**src/rtl/opc5_memctl.sv**
```systemverilog
// opc5_memctl: OPC5 CPU to asynchronous SRAM controller with programmable wait states
// Ports: clk, reset (async, active-high); CPU side cpu_req/cpu_rnw/cpu_addr/cpu_wdata in,
//   cpu_rdata/cpu_ack out; SRAM side sram_addr/sram_wdata/sram_data_oe and active-low
//   sram_ce_b/sram_oe_b/sram_we_b out, sram_rdata in; prot_err sticky blocked-write flag.
// Option: define OPC5_MEMCTL_WRPROTECT_EN to suppress writes at word addresses >= PROTECT_BASE.
module opc5_memctl #(
   parameter int unsigned WAIT_STATES  = 2,
   parameter logic [15:0] PROTECT_BASE = 16'hF000
) (
   input  logic        clk,
   input  logic        reset,
   input  logic        cpu_req,
   input  logic        cpu_rnw,
   input  logic [15:0] cpu_addr,
   input  logic [15:0] cpu_wdata,
   output logic [15:0] cpu_rdata,
   output logic        cpu_ack,
   output logic [15:0] sram_addr,
   output logic [15:0] sram_wdata,
   input  logic [15:0] sram_rdata,
   output logic        sram_data_oe,
   output logic        sram_ce_b,
   output logic        sram_oe_b,
   output logic        sram_we_b,
   output logic        prot_err
);
`ifdef OPC5_MEMCTL_WRPROTECT_EN
   localparam bit WRPROT = 1'b1;
`else
   localparam bit WRPROT = 1'b0;
`endif
   typedef enum logic [1:0] {IDLE, SETUP, STROBE, HOLD} state_t;
   state_t     state;
   logic [3:0] cnt;
   logic       rnw;
   logic       blk;
   logic       hit;
   // a write that must run the full bus timing with the write strobe and pad drive suppressed
   assign hit = WRPROT && !cpu_rnw && cpu_addr >= PROTECT_BASE;
   always_ff @(posedge clk or posedge reset)
      if (reset) begin
         state        <= IDLE;
         cnt          <= 4'd0;
         rnw          <= 1'b1;
         blk          <= 1'b0;
         cpu_rdata    <= 16'h0000;
         cpu_ack      <= 1'b0;
         sram_addr    <= 16'h0000;
         sram_wdata   <= 16'h0000;
         sram_data_oe <= 1'b0;
         sram_ce_b    <= 1'b1;
         sram_oe_b    <= 1'b1;
         sram_we_b    <= 1'b1;
         prot_err     <= 1'b0;
      end else begin
         case (state)
            IDLE: if (cpu_req) begin
               state        <= SETUP;
               rnw          <= cpu_rnw;
               blk          <= hit;
               sram_addr    <= cpu_addr;
               sram_wdata   <= cpu_wdata;
               sram_ce_b    <= 1'b0;
               sram_data_oe <= !cpu_rnw && !hit;
            end
            SETUP: begin
               state     <= STROBE;
               cnt       <= 4'(WAIT_STATES);
               sram_oe_b <= !rnw;
               sram_we_b <= rnw || blk;
            end
            STROBE: if (cnt == 4'd0) begin
               // this edge ends the last strobe cycle: sample read data and raise ack
               state     <= HOLD;
               sram_oe_b <= 1'b1;
               sram_we_b <= 1'b1;
               cpu_ack   <= 1'b1;
               cpu_rdata <= rnw ? sram_rdata : cpu_rdata;
               prot_err  <= prot_err || blk;
            end else
               cnt <= cnt - 4'd1;
            HOLD: begin
               state        <= IDLE;
               cpu_ack      <= 1'b0;
               sram_ce_b    <= 1'b1;
               sram_data_oe <= 1'b0;
            end
         endcase
      end
endmodule

```
**config.mk**
```make
export PLATFORM = sky130hd
export DESIGN_NAME = opc5_memctl
export DESIGN_NICKNAME = d
export VERILOG_FILES = /design/src/rtl/opc5_memctl.sv
export SDC_FILE = /design/constraint.sdc
export NUM_CORES = 1
export LEC_CHECK = 0
export CORE_AREA = 2 2 84 86
export CTS_CLUSTER_DIAMETER = 30
export DETAILED_ROUTE_END_ITERATION = 6
export DIE_AREA = 0 0 86 88
export PLACE_DENSITY = 0.75
export SYNTH_ARGS = -nofsm -noshare
export SYNTH_HDL_FRONTEND = slang
export SYNTH_SLANG_ARGS = --single-unit
export TNS_END_PERCENT = 50
```
**constraint.sdc**
```tcl
create_clock -name clk -period 2.1 [get_ports clk]
set_clock_uncertainty 0.1 [all_clocks]
set_input_delay 0.42 -clock clk [delete_from_list [all_inputs] [get_ports clk]]
set_output_delay 0.42 -clock clk [all_outputs]
set_load 0.03 [all_outputs]
```
==> Word level (Yosys, flattened, before mapping) <==
Index checks and enable logic that the tools add are counted.
Widths: inputs -> output; s select.
{ "totals": {"ff_bits": 60, "in_bits": 52, "output_inout_bits": 54} }
{ "classes": {"n_addsub": 1, "eq_ne": 6, "n_mux": 13, "reduce_logical": 14} }
{ "op_table": {"columns": ["op", "n"], "rows": [
  ["$reduce_and 2->1", 6],
  ["$pmux 1 s2", 5],
  ["$pmux 2 s4", 1],
  ["$pmux 4 s2", 1],
  ["$ne 2x2->1 const B", 3],
  ["$reduce_bool 2->1", 3],
  ["$eq 2x2->1 const B", 2],
  ["$logic_not 4->1", 1],
  ["$mux 2", 2],
  ["$mux 4", 1],
  ["$sub 4x1->4 const B", 1],
  ["$mux 1", 3],
  ["$reduce_and 3->1", 1],
  ["$eq 2x1->1 const B", 1],
  ["$logic_not 1->1", 2],
  ["$logic_not 2->1", 1]
]} }

==> Longest topological paths before layout <==
Gate-level depths: netlist (run 1).
{ "depth": {"depth_word": 3, "mapped_depth": 7} }

==> Worst setup path before layout (run 1) <==
OpenSTA, ideal clock, no wires.
{ "synth_timing": {"kind": "flip-flop to flip-flop", "start": "register cnt[0]", "end": "register cpu_rdata[10]", "setup_time_ns": 0.125, "t_arrival_ns": 1.580, "required_ns": 1.875, "setup_slack_ns": 0.295, "stages_incl_launch_ff": 8, "path_buffers": 2, "path_cell_list": "dfrtp_1 > inv_1 > ha_1 > nor3b_2 > and3_1 > buf_6 > buf_12 > mux2_4"} }
{ "synth_between": {"elab_chain_cells": 2} }
{ "synth_rtl": {"columns": ["item", "line_no", "source"], "rows": [
  ["start: declaration", "34", "logic [3:0] cnt;"],
  ["start signal: assignment", "68", "cnt <= 4'(WAIT_STATES);"],
  ["start signal: assignment", "81", "cnt <= cnt - 4'd1;"],
  ["$logic_not 4->1", "72", "STROBE: if (cnt == 4'd0) begin"],
  ["$reduce_and 3->1 (no line)", null, null],
  ["end signal: assignment", "78", "cpu_rdata <= rnw ? sram_rdata : cpu_rdata;"],
  ["end: declaration", "16", "output logic [15:0] cpu_rdata,"]
]} }
No other way between the ends.
A chain may end at the register's enable or synchronous reset.

==> Final worst setup path (run 1) <==
{ "layout_timing": {"start": "register sram_oe_b", "end": "output sram_oe_b"} }
{ "layout_lines": {"columns": ["item", "line_no", "source"], "rows": [
  ["start: declaration", "23", "output logic sram_oe_b,"],
  ["start signal: assignment", "69", "sram_oe_b <= !rnw;"]
]} }
No word-level cell between the ends.

==> summary.log, run 1 <==
INFO  cells_and_area final_nets=337
INFO  clock_network  tritoncts_num_sinks=60
INFO  placement      hpwlAfterDp=4.022mm
INFO  global_routing groute.layer.met3.usage=5.655%
INFO  global_routing gr-total-overflow=0
INFO  synthesis      synthesized_instance_count=165
INFO  critical_path  cp_slowest_stage_delay=0.67ns
INFO  critical_path  worst-path-buf-inv=1
INFO  clock_network  cts_tree=built
INFO  global_routing grt_max_degree=26
INFO  sta            fin_tns_setup=0ns
INFO  clock_network  clockRootBuffer=clkbuf_8
INFO  die            die-area=7568µm²
INFO  synthesis      netlist-cell-type-count=29
INFO  outcome        run_status=finished, final reports clean
INFO  min_path       min_path_type=in2async
INFO  placement      globalplace.congestion=0.7393
INFO  clock_network  cts_setup_buffers=0
INFO  global_routing grt_pass1_wl=8.542mm
INFO  power_and_ir_drop power-per-cell-area=1704nW/µm²
INFO  sta            timing.final.crit_share=97.23%
INFO  die            boundaryPins=106
INFO  synthesis      synth_area_leader_cell=dfrtp_1
INFO  route          finalWirelength=5.322mm
INFO  synthesis      synth_ff_type=dfrtp_1
INFO  global_routing gr-usage-all-layers=14.82%
INFO  synthesis      syn-cell-area=2475µm²
INFO  critical_path  crit_slowest_cell=clkdlybuf4s50_1
INFO  sta            final-hold-violation-count=0
INFO  cells_and_area diodes=0
INFO  power_and_ir_drop vdd_drop_max=0.8187mV
INFO  sta            fmax=0.4897GHz
INFO  synthesis      synth_edf_count=0
INFO  synthesis      synth_top_cells_by_count=56 x dfrtp_1, 40 x mux2_2, 10 x mux2_4
INFO  route          detail_route.vias_per_cell=4.699
INFO  global_routing antenna_found_initial=0
INFO  synthesis      ys_ff_latch=60
INFO  critical_path  cells_along_the_critical_path=clkdlybuf4s50_1
INFO  critical_path  startpoint_type=register
INFO  critical_path  worst_path_dominant_cell_family=buffers and inverters
INFO  die            initial_core_util=37.25%
INFO  global_routing met2_global_route_usage=23.75%
INFO  clock_network  clk_pin_slew=0.07ns
INFO  global_routing via_count_of_the_first_global_routing_pass=1,751
INFO  synthesis      post_synth_main_area_contributors=dfrtp_1 57%, mux2_2 18%, mux2_4 6.1%
INFO  global_routing grt_use_met1=18.08%
INFO  critical_path  cp_data_required_time=1.58ns
INFO  route          ant_nets=0
INFO  clock_network  cts-htree-levels=3
INFO  clock_network  post_cts_resize_count=0
INFO  synthesis      synth_largest_type_area_fraction=56.62%
INFO  die            dieWidth=86µm
INFO  sta            final.hold.worst_slack=0.2932ns
INFO  sta            setup_viol_count_final=0
INFO  critical_path  arrival=1.52ns
INFO  cells_and_area layout-drive-gt1-share=27.37%
INFO  sta            grt_setup_unrepaired=no
INFO  synthesis      ys.warnings.count=0
INFO  route          drt_first_pass_iters=4
INFO  clock_network  cts.path.max_buffers=2
INFO  die            rows=30
INFO  synthesis      synth.avg_cell_area=15.00µm²
INFO  flow_run       cap_violations=0
INFO  route          drc=0
INFO  global_routing top_usage_layer=met2
INFO  critical_path  path_max_fanout=2
INFO  placement      io_buffers=104
INFO  synthesis      synthMostInstantiatedCell=dfrtp_1
INFO  synthesis      synth.net_count=222
INFO  clock_network  source_to_sink_clock_delay_at_the_later_pin_of_the_worst_skew_pair=0.32ns
INFO  sta            shortest_clock_period_the_worst_path_allows_after_layout=2.042ns
INFO  synthesis      async_flop_share=100.0%
INFO  clock_network  number_of_buffers_created_by_cts=9
INFO  critical_path  critical_path.endpoint_type=primary output
INFO  sta            final-max-slew-violation-count=0
INFO  cells_and_area synthToLayoutAreaGrowth=55.71%
INFO  critical_path  worstSetupPathType=reg2out
INFO  die            fp.dieH=88µm
INFO  synthesis      synth_seq_area_share=60.87%
INFO  route          num_vias=1,715
INFO  route          detail_route.iter0.violations=40
INFO  die            design.core.area=6644µm²
INFO  route          wl_per_cell=14.58µm
INFO  clock_network  post_cts_hold_buffer_count=0
INFO  power_and_ir_drop leakage_power=1.673nW
## cell type report
type | instances | area [µm²]
clock inverters | 4 | 72.57
clock buffers | 12 | 145.1
repair buffers | 111 | 1119
flip-flops and latches | 60 | 1506
well taps | 80 | 100.1
inverters | 9 | 33.78
fillers | 542 | 2790
multi-input cells | 89 | 877.1
## metrics by stage
stage                     cells  cell area (µm²)  total power [mW]  util [%]  setup slack (ns)
after floorplan             165             2475             4.097         -            0.1019
after global placement      349             3636             5.403     54.73            0.2629
after detailed placement    349             3636             5.492     54.73            0.1680
after CTS                   365             3854             6.656     58.00           0.03366
after global routing        365             3854             6.961     58.00          0.005798
final                       365             3854             6.568     58.00           0.05810
## path summary, 6_finish.rpt
kind	cells after the start	slack (ns)	to	from
worst max-delay path	1	0.06	sram_oe_b	sram_oe_b
worst min-delay path	2	0.29	cnt[2]	reset
worst max register to register	6	0.15	cpu_rdata[15]	cnt[0]
worst min register to register	2	0.38	sram_we_b	sram_we_b
max in group asynchronous	3	0.97	sram_wdata[9]	reset
min in group clk	2	0.38	sram_we_b	sram_we_b
## report_power, final
part / internal (mW) / leakage, nW / switching (mW)
Sequential: 1.74 / 0.719 / 0.316
Clock: 0.700 / 0.107 / 0.431
Combinational: 1.65 / 0.847 / 1.73
## cell families (layout without fill, tap and decap cells)
kind of cell	Yosys count	count (layout)	share of synthesized area, %
compound gates	17	17	4.601
fa+ha+maj	5	5	2.528
buf+inv	16	136	3.690
flops	60	60	60.87
mux	50	50	24.27
other cells	1	1	0.1515
simple gates	16	16	3.893
## registers in the layout, summed over array words and instances, names as in the netlist
register / cells
cnt: 4
cpu_ack: 1
cpu_rdata: 16
rnw: 1
sram_addr: 16
sram_ce_b: 1
sram_data_oe: 1
sram_oe_b: 1
sram_wdata: 16
sram_we_b: 1
state: 2
## routing by layer
metal	vias to the layer above	share of wire [%]
met5	-	0
met4	0	1.0
met3	6	8.7
met2	66	49
met1	842	41
li1	801	-
## placed cells by master, fill, tap and decap left out, types with 2 or more instances in the layout
cell             netlist  routed
dfrtp_1               56      56
clkbuf_8               0      10
nand2_1                3       3
o21ai_0                5       5
mux2_4                10      10
dfstp_2                4       4
clkdlybuf4s50_1        0     104
nand3_1                2       2
clkbuf_1               1       2
o22a_1                 2       2
a21oi_1                4       4
nor2_1                 2       2
buf_4                  1       5
mux2_2                40      40
a2bb2oi_1              3       3
nor2b_1                3       3
buf_12                 1       2
inv_1                  9       8
bufinv_16              0       2
ha_1                   5       5
(Power assumes the default switching activity.)
==> inputs of run 2 (changes only) <==
CTS_CLUSTER_DIAMETER = 120   (was 30)
PLACE_DENSITY = default   (was 0.75)
PLACE_DENSITY_LB_ADDON = 0.15   (was default)
SLEW_MARGIN = 10   (was default)
==> run 2 against run 1 <==
  * Cell area increased by 0.39%
  * Register-to-register slack improved by 0.04 ns
  * Power decreased by 0.25%
  * Non-clock buffer count unchanged
  * Combinational power about the same
  * Final cell count unchanged
  * Hold slack got worse by 0.015 ns
  * Largest cell class unchanged
  * Via count increased by 0.64%
  * Die area unchanged
==> summary.log, run 2 (same netlist as run 1, synthesis figures left out) <==
INFO  outcome        run_status=finished, final reports clean
INFO  placement      dp_worst_setup_slack=0.1793ns [+0.01130 ns]
INFO  die            die-area=7568µm² [unchanged]
INFO  power_and_ir_drop vdd_drop_max=0.8389mV [+2.5%]
INFO  die            boundaryPins=106 [unchanged]
INFO  critical_path  path_max_fanout=9 [+7]
INFO  critical_path  crit_slowest_cell=dfrtp_1
INFO  critical_path  setup.reg_to_reg.worst_slack=0.19ns [+0.04 ns]
INFO  cells_and_area layout_common_cells=101 x clkdlybuf4s50_1, 56 x dfrtp_1, 40 x mux2_2
INFO  critical_path  critical_path.endpoint_type=register
INFO  route          drc=0 [unchanged]
INFO  global_routing antenna_found_initial=0 [unchanged]
INFO  die            initial_core_util=37.25% [unchanged]
INFO  sta            post-route-worst-setup-slack=0.1910ns [+0.1329 ns]
INFO  clock_network  clk_pin_slew=0.06ns [about the same]
INFO  die            fp.dieH=88µm [unchanged]
INFO  global_routing gr-total-overflow=0 [unchanged]
INFO  die            dieWidth=86µm [unchanged]
INFO  global_routing via_count_of_the_first_global_routing_pass=1,764 [+0.74%]
INFO  sta            setup_viol_count_final=0 [unchanged]
INFO  cells_and_area register_area=1506µm² [unchanged]
INFO  critical_path  startpoint_type=register
INFO  clock_network  source_to_sink_clock_delay_at_the_later_pin_of_the_worst_skew_pair=0.33ns [about the same]
INFO  cells_and_area layout_top_registers=cpu_rdata: 16 flops, sram_addr: 16 flops, sram_wdata: 16 flops
INFO  sta            fin_tns_setup=0ns [unchanged]
INFO  critical_path  arrival=2.02ns [+0.50 ns]
INFO  cells_and_area layout.cells.non_filler=365 [unchanged]
INFO  critical_path  cp_data_required_time=2.22ns [+0.64 ns]
INFO  placement      globalplace.congestion=0.7591 [+2.7%]
INFO  route          detail_route.iter0.violations=40 [unchanged]
INFO  sta            final-max-slew-violation-count=0 [unchanged]
INFO  route          finalWirelength=5.354mm [+0.60%]
INFO  clock_network  number_of_buffers_created_by_cts=9 [unchanged]
INFO  flow_run       cap_violations=0 [unchanged]
INFO  cells_and_area final_nets=337 [unchanged]
INFO  route          routedLengthMet1=2.393mm [+10%]
INFO  placement      placed_cells_incl_taps=349 [unchanged]
INFO  die            rows=30 [unchanged]
INFO  route          num_vias=1,726 [+0.64%]
INFO  route          detailroute.wirelength.met2=2.412mm [-8.3%]
INFO  placement      postPlaceCellArea=3636µm² [unchanged]
INFO  critical_path  worstSetupPathType=reg2reg
INFO  placement      io_buffers=104 [unchanged]
INFO  critical_path  cp_slowest_stage_delay=0.38ns [-0.29 ns]
INFO  clock_network  tritoncts_num_sinks=60 [unchanged]
INFO  cells_and_area layout.cells.most_common=clkdlybuf4s50_1
INFO  sta            fmax=0.5238GHz [+7.0%]
INFO  min_path       min_path_type=in2async
INFO  sta            final-hold-violation-count=0 [unchanged]
INFO  cells_and_area filler_cell_count=562 [+3.7%]
INFO  global_routing gr-usage-all-layers=15.09% [+0.27 points]
INFO  global_routing grt_max_degree=36 [+38%]
INFO  global_routing grt_pass1_wl=8.673mm [+1.5%]
INFO  critical_path  reg2regPathDepth=6 [unchanged]
INFO  clock_network  post_cts_hold_buffer_count=0 [unchanged]
INFO  sta            shortest_clock_period_the_worst_path_allows_after_layout=1.909ns [-0.1329 ns]
INFO  power_and_ir_drop design_power_total=6.552mW [-0.25%]
INFO  power_and_ir_drop leakage_power=1.689nW [+0.96%]
INFO  route          detail_route.vias_per_cell=4.729 [+0.64%]
INFO  route          route.top_layer_used=met4
INFO  cells_and_area synthToLayoutAreaGrowth=56.32%
INFO  cells_and_area multi_input_area=877.1µm² [unchanged]
INFO  cells_and_area diodes=0 [unchanged]
INFO  clock_network  clockRootBuffer=clkbuf_8
INFO  route          drt_first_pass_iters=4 [unchanged]
INFO  placement      hpwlAfterDp=4.007mm [-0.37%]
INFO  route          detailroute.wirelength.met3=484µm [+5.0%]
INFO  clock_network  cts-htree-levels=3 [unchanged]
INFO  route          ant_nets=0 [unchanged]
INFO  cells_and_area finish.instance_area=3869µm² [+0.39%]
INFO  clock_network  cts_tree=built
INFO  cells_and_area layout-drive-gt1-share=28.07% [+0.70 points]
INFO  route          wl_per_cell=14.67µm [+0.60%]
INFO  clock_network  cts.path.max_buffers=2 [unchanged]
INFO  critical_path  cells_along_the_critical_path=inv_1, ha_1, nor3b_2, and3_1, buf_4, mux2_2
INFO  die            design.core.area=6644µm² [unchanged]
INFO  sta            timing.final.crit_share=90.90% [-6.3 points]
INFO  sta            grt_setup_unrepaired=no
INFO  power_and_ir_drop power-per-cell-area=1694nW/µm² [-0.63%]
==> run 2: metal layers <==
layer | global-route usage (%) | up-vias
met2 | 22.13 | 73
met4 | 3.896 | 0
met1 | 19.66 | 844
met3 | 8.011 | 7
met5 | 0 | -
li1 | - | 802
==> run 2: final cells by class <==
type                    instances  share of cell area, %
flip-flops and latches         60                  38.94
repair buffers                111                  29.11
multi-input cells              89                  22.67
clock buffers                  10                  3.558
well taps                      80                  2.587
clock inverters                 6                  2.264
inverters                       9                 0.8732
==> run 2: worst paths after layout <==
kind                                 endpoint  startpoint
worst min register to register      sram_we_b   sram_we_b
worst max register to register  cpu_rdata[13]      cnt[0]
worst max-delay path            cpu_rdata[13]      cnt[0]
worst min-delay path            cpu_rdata[13]       reset
min in group clk                    sram_we_b   sram_we_b
max in group asynchronous           sram_ce_b       reset
==> run 2: per-stage QoR <==
step	hold slack [ns]	util (%)
2_1_floorplan	0.4168	-
3_3_place_gp	0.3548	54.73
3_5_place_dp	0.3584	54.73
4_1_cts	0.2692	58.12
5_1_grt	0.2795	58.23
6_report	0.2780	58.23
==> run 2: worst max-delay path, delay by kind of cell (launching register included) <==
family                     cells  cell delay, ns
adders and majority gates      1            0.20
DFF                            1            0.38
and+or+nand+nor                2            0.48
buffers and inverters          2            0.29
muxes                          1            0.35
==> run 2: report_power, final <==
part	leakage, nW	switching [mW]	total [mW]	internal, mW
Clock	0.105	0.449	1.15	0.697
Sequential	0.719	0.301	2.04	1.74
Combinational	0.865	1.72	3.36	1.64
Total	1.69	2.47	6.55	4.08
==> run 2: timing repair <==
item	4_1_cts	5_1_grt
endpoints found under the setup margin	0	3
gates resized for setup	0	3
endpoints found under the hold margin	0	0
buffers inserted	0	0
==> variant (config.mk and constraints of run 2) <==
The option `OPC5_MEMCTL_WRPROTECT_EN` is turned on by a define.
--- a/src/rtl/opc5_memctl.sv
+++ b/src/rtl/opc5_memctl.sv
@@ -4,4 +4,6 @@
 //   sram_ce_b/sram_oe_b/sram_we_b out, sram_rdata in; prot_err sticky blocked-write flag.
 // Option: define OPC5_MEMCTL_WRPROTECT_EN to suppress writes at word addresses >= PROTECT_BASE.
+`define OPC5_MEMCTL_WRPROTECT_EN
+
 module opc5_memctl #(
    parameter int unsigned WAIT_STATES  = 2,
Formal check against the unedited RTL: not equivalent (a bounded check fails within 4 cycles, from zero or initial values and one cycle with reset high).
==> variant against run 2 <==
Power grew 4.5%; setup slack lost 0.13 ns; area after synthesis grew 4.1%; critical path depth shrank 5; sequential cell count grew 2; synthesized cell count grew 3.6%; cell count grew 1.6%; register-to-register slack gained 0.09 ns; final area grew 2.8%; routed wire length grew 4.2%; largest power group unchanged.
==> variant: results (changes against run 2) <==
Psw=2.56 mW (was 2.47 mW); share of cells above drive strength 1=27.8% (was 28.1%); synthesized net count=230 (was 222); routability cong.=0.718 (was 0.759); Seq/Total Area, Yosys=60.4% (was 60.9%); 1st-iter DRT viols=56 (was 40); RR Endpoint=state[1]$_DFFE_PP0P_ (was cpu_rdata[13]$_DFFE_PP0P_); total wire length=5580 um (was 5350 um); Met3 Wirelength=496 um (was 484 um); CP top delay family=buffers and inverters (was simple AND/OR/NAND/NOR gates); arrival time worst endpoint=1.52 ns (was 2.02 ns); first-pass GRT wire length=8760 um (was 8670 um); CP max-delay cell=clkdlybuf4s50_1 (was dfrtp_1); leakage=1.74 nW (was 1.69 nW); Placed Cells=355 (was 349); Power per Cell Area=1720 nW/um2 (was 1690 nW/um2); post-synthesis adder-cell area fraction=3.40% (was 2.53%); Synth top cells by count=58 x dfrtp_1, 40 x mux2_2, 10 x mux2_4, 8 x inv_1 (was 56 x dfrtp_1, 40 x mux2_2, 10 x mux2_4, 9 x inv_1); VDD IR-drop max=0.844 mV (was 0.839 mV); CP peak stage delay=0.67 ns (was 0.38 ns); met3 Use GR=8.11% (was 8.01%); met2 usage=23.8% (was 22.1%); DRT Pass-1 Iters=3 (was 4); pre-CTS setup slack=0.295 ns (was 0.179 ns); worst reg2reg setup slack=0.28 ns (was 0.19 ns); CP Launch Point=sram_we_b$_DFFE_PP1P_ (was cnt[0]$_DFFE_PP0P_); HPWL Detailed=4030 um (was 4010 um); ranking of synthesized cells by area=dfrtp_1 56%, mux2_2 17%, mux2_4 5.8% (was dfrtp_1 57%, mux2_2 18%, mux2_4 6.1%); aggregate global-route resource usage=15.5% (was 15.1%); CP endpoint=sram_we_b (was cpu_rdata[13]$_DFFE_PP0P_); number of global-route vias before repair=1839 (was 1764); Post-DP Area=3750 um2 (was 3640 um2); port bufs=105 (was 104); metal1 wirelength=2280 um (was 2390 um); GRT met1 Usage=18.0% (was 19.7%); Comb group=3.48 mW (was 3.36 mW); post-synthesis cell type count=31 (was 29); largest net degree at the start of global routing=44 (was 36); status=complete, no violations (unchanged); synthesized instance count=171 (was 165); mux cell area share after synthesis=23.3% (was 24.3%); WL met2=2720 um (was 2410 um); Vias=1745 (was 1726); compound-gate portion of the synthesized area=5.15% (was 4.60%); # nets final=345 (was 337)
variant: changes by cell type after synthesis, sizes merged, moves of 2 or more:
cell     change
dfrtp        +2
o21ai        +2
a2bb2oi      -3
ha           +2
a32oi        +2
variant: per-stage QoR:
stage | hold slack (ns) | util, %
floorplan | 0.372 | -
global placement | 0.352 | 56.4
detailed placement | 0.348 | 56.4
CTS | 0.220 | 59.8
global route | 0.223 | 59.9
finish | 0.230 | 59.9
variant: logic make-up (layout without fill, tap and decap cells):
kind of cell	after synthesis	count (layout)
buf+inv	14	134
mux	50	50
compound gates	19	19
fa+ha+maj	7	7
simple gates	19	19
flops	62	62
variant: final cells by class:
cell class	instances	share of cell area [%]
Multi-Input combinational cell	95	23.8
Sequential cell	62	39.1
Tap cell	80	2.52
Timing Repair Buffer	110	28.1
Inverter	8	0.755
Clock inverter	4	2.39
Clock buffer	12	3.40
variant: timing repair:
| item | CTS | global route |
|---|---|---|
| hold buffers | 0 | 0 |
| gates resized for setup | 0 | 1 |
| setup endpoints to repair | 0 | 1 |
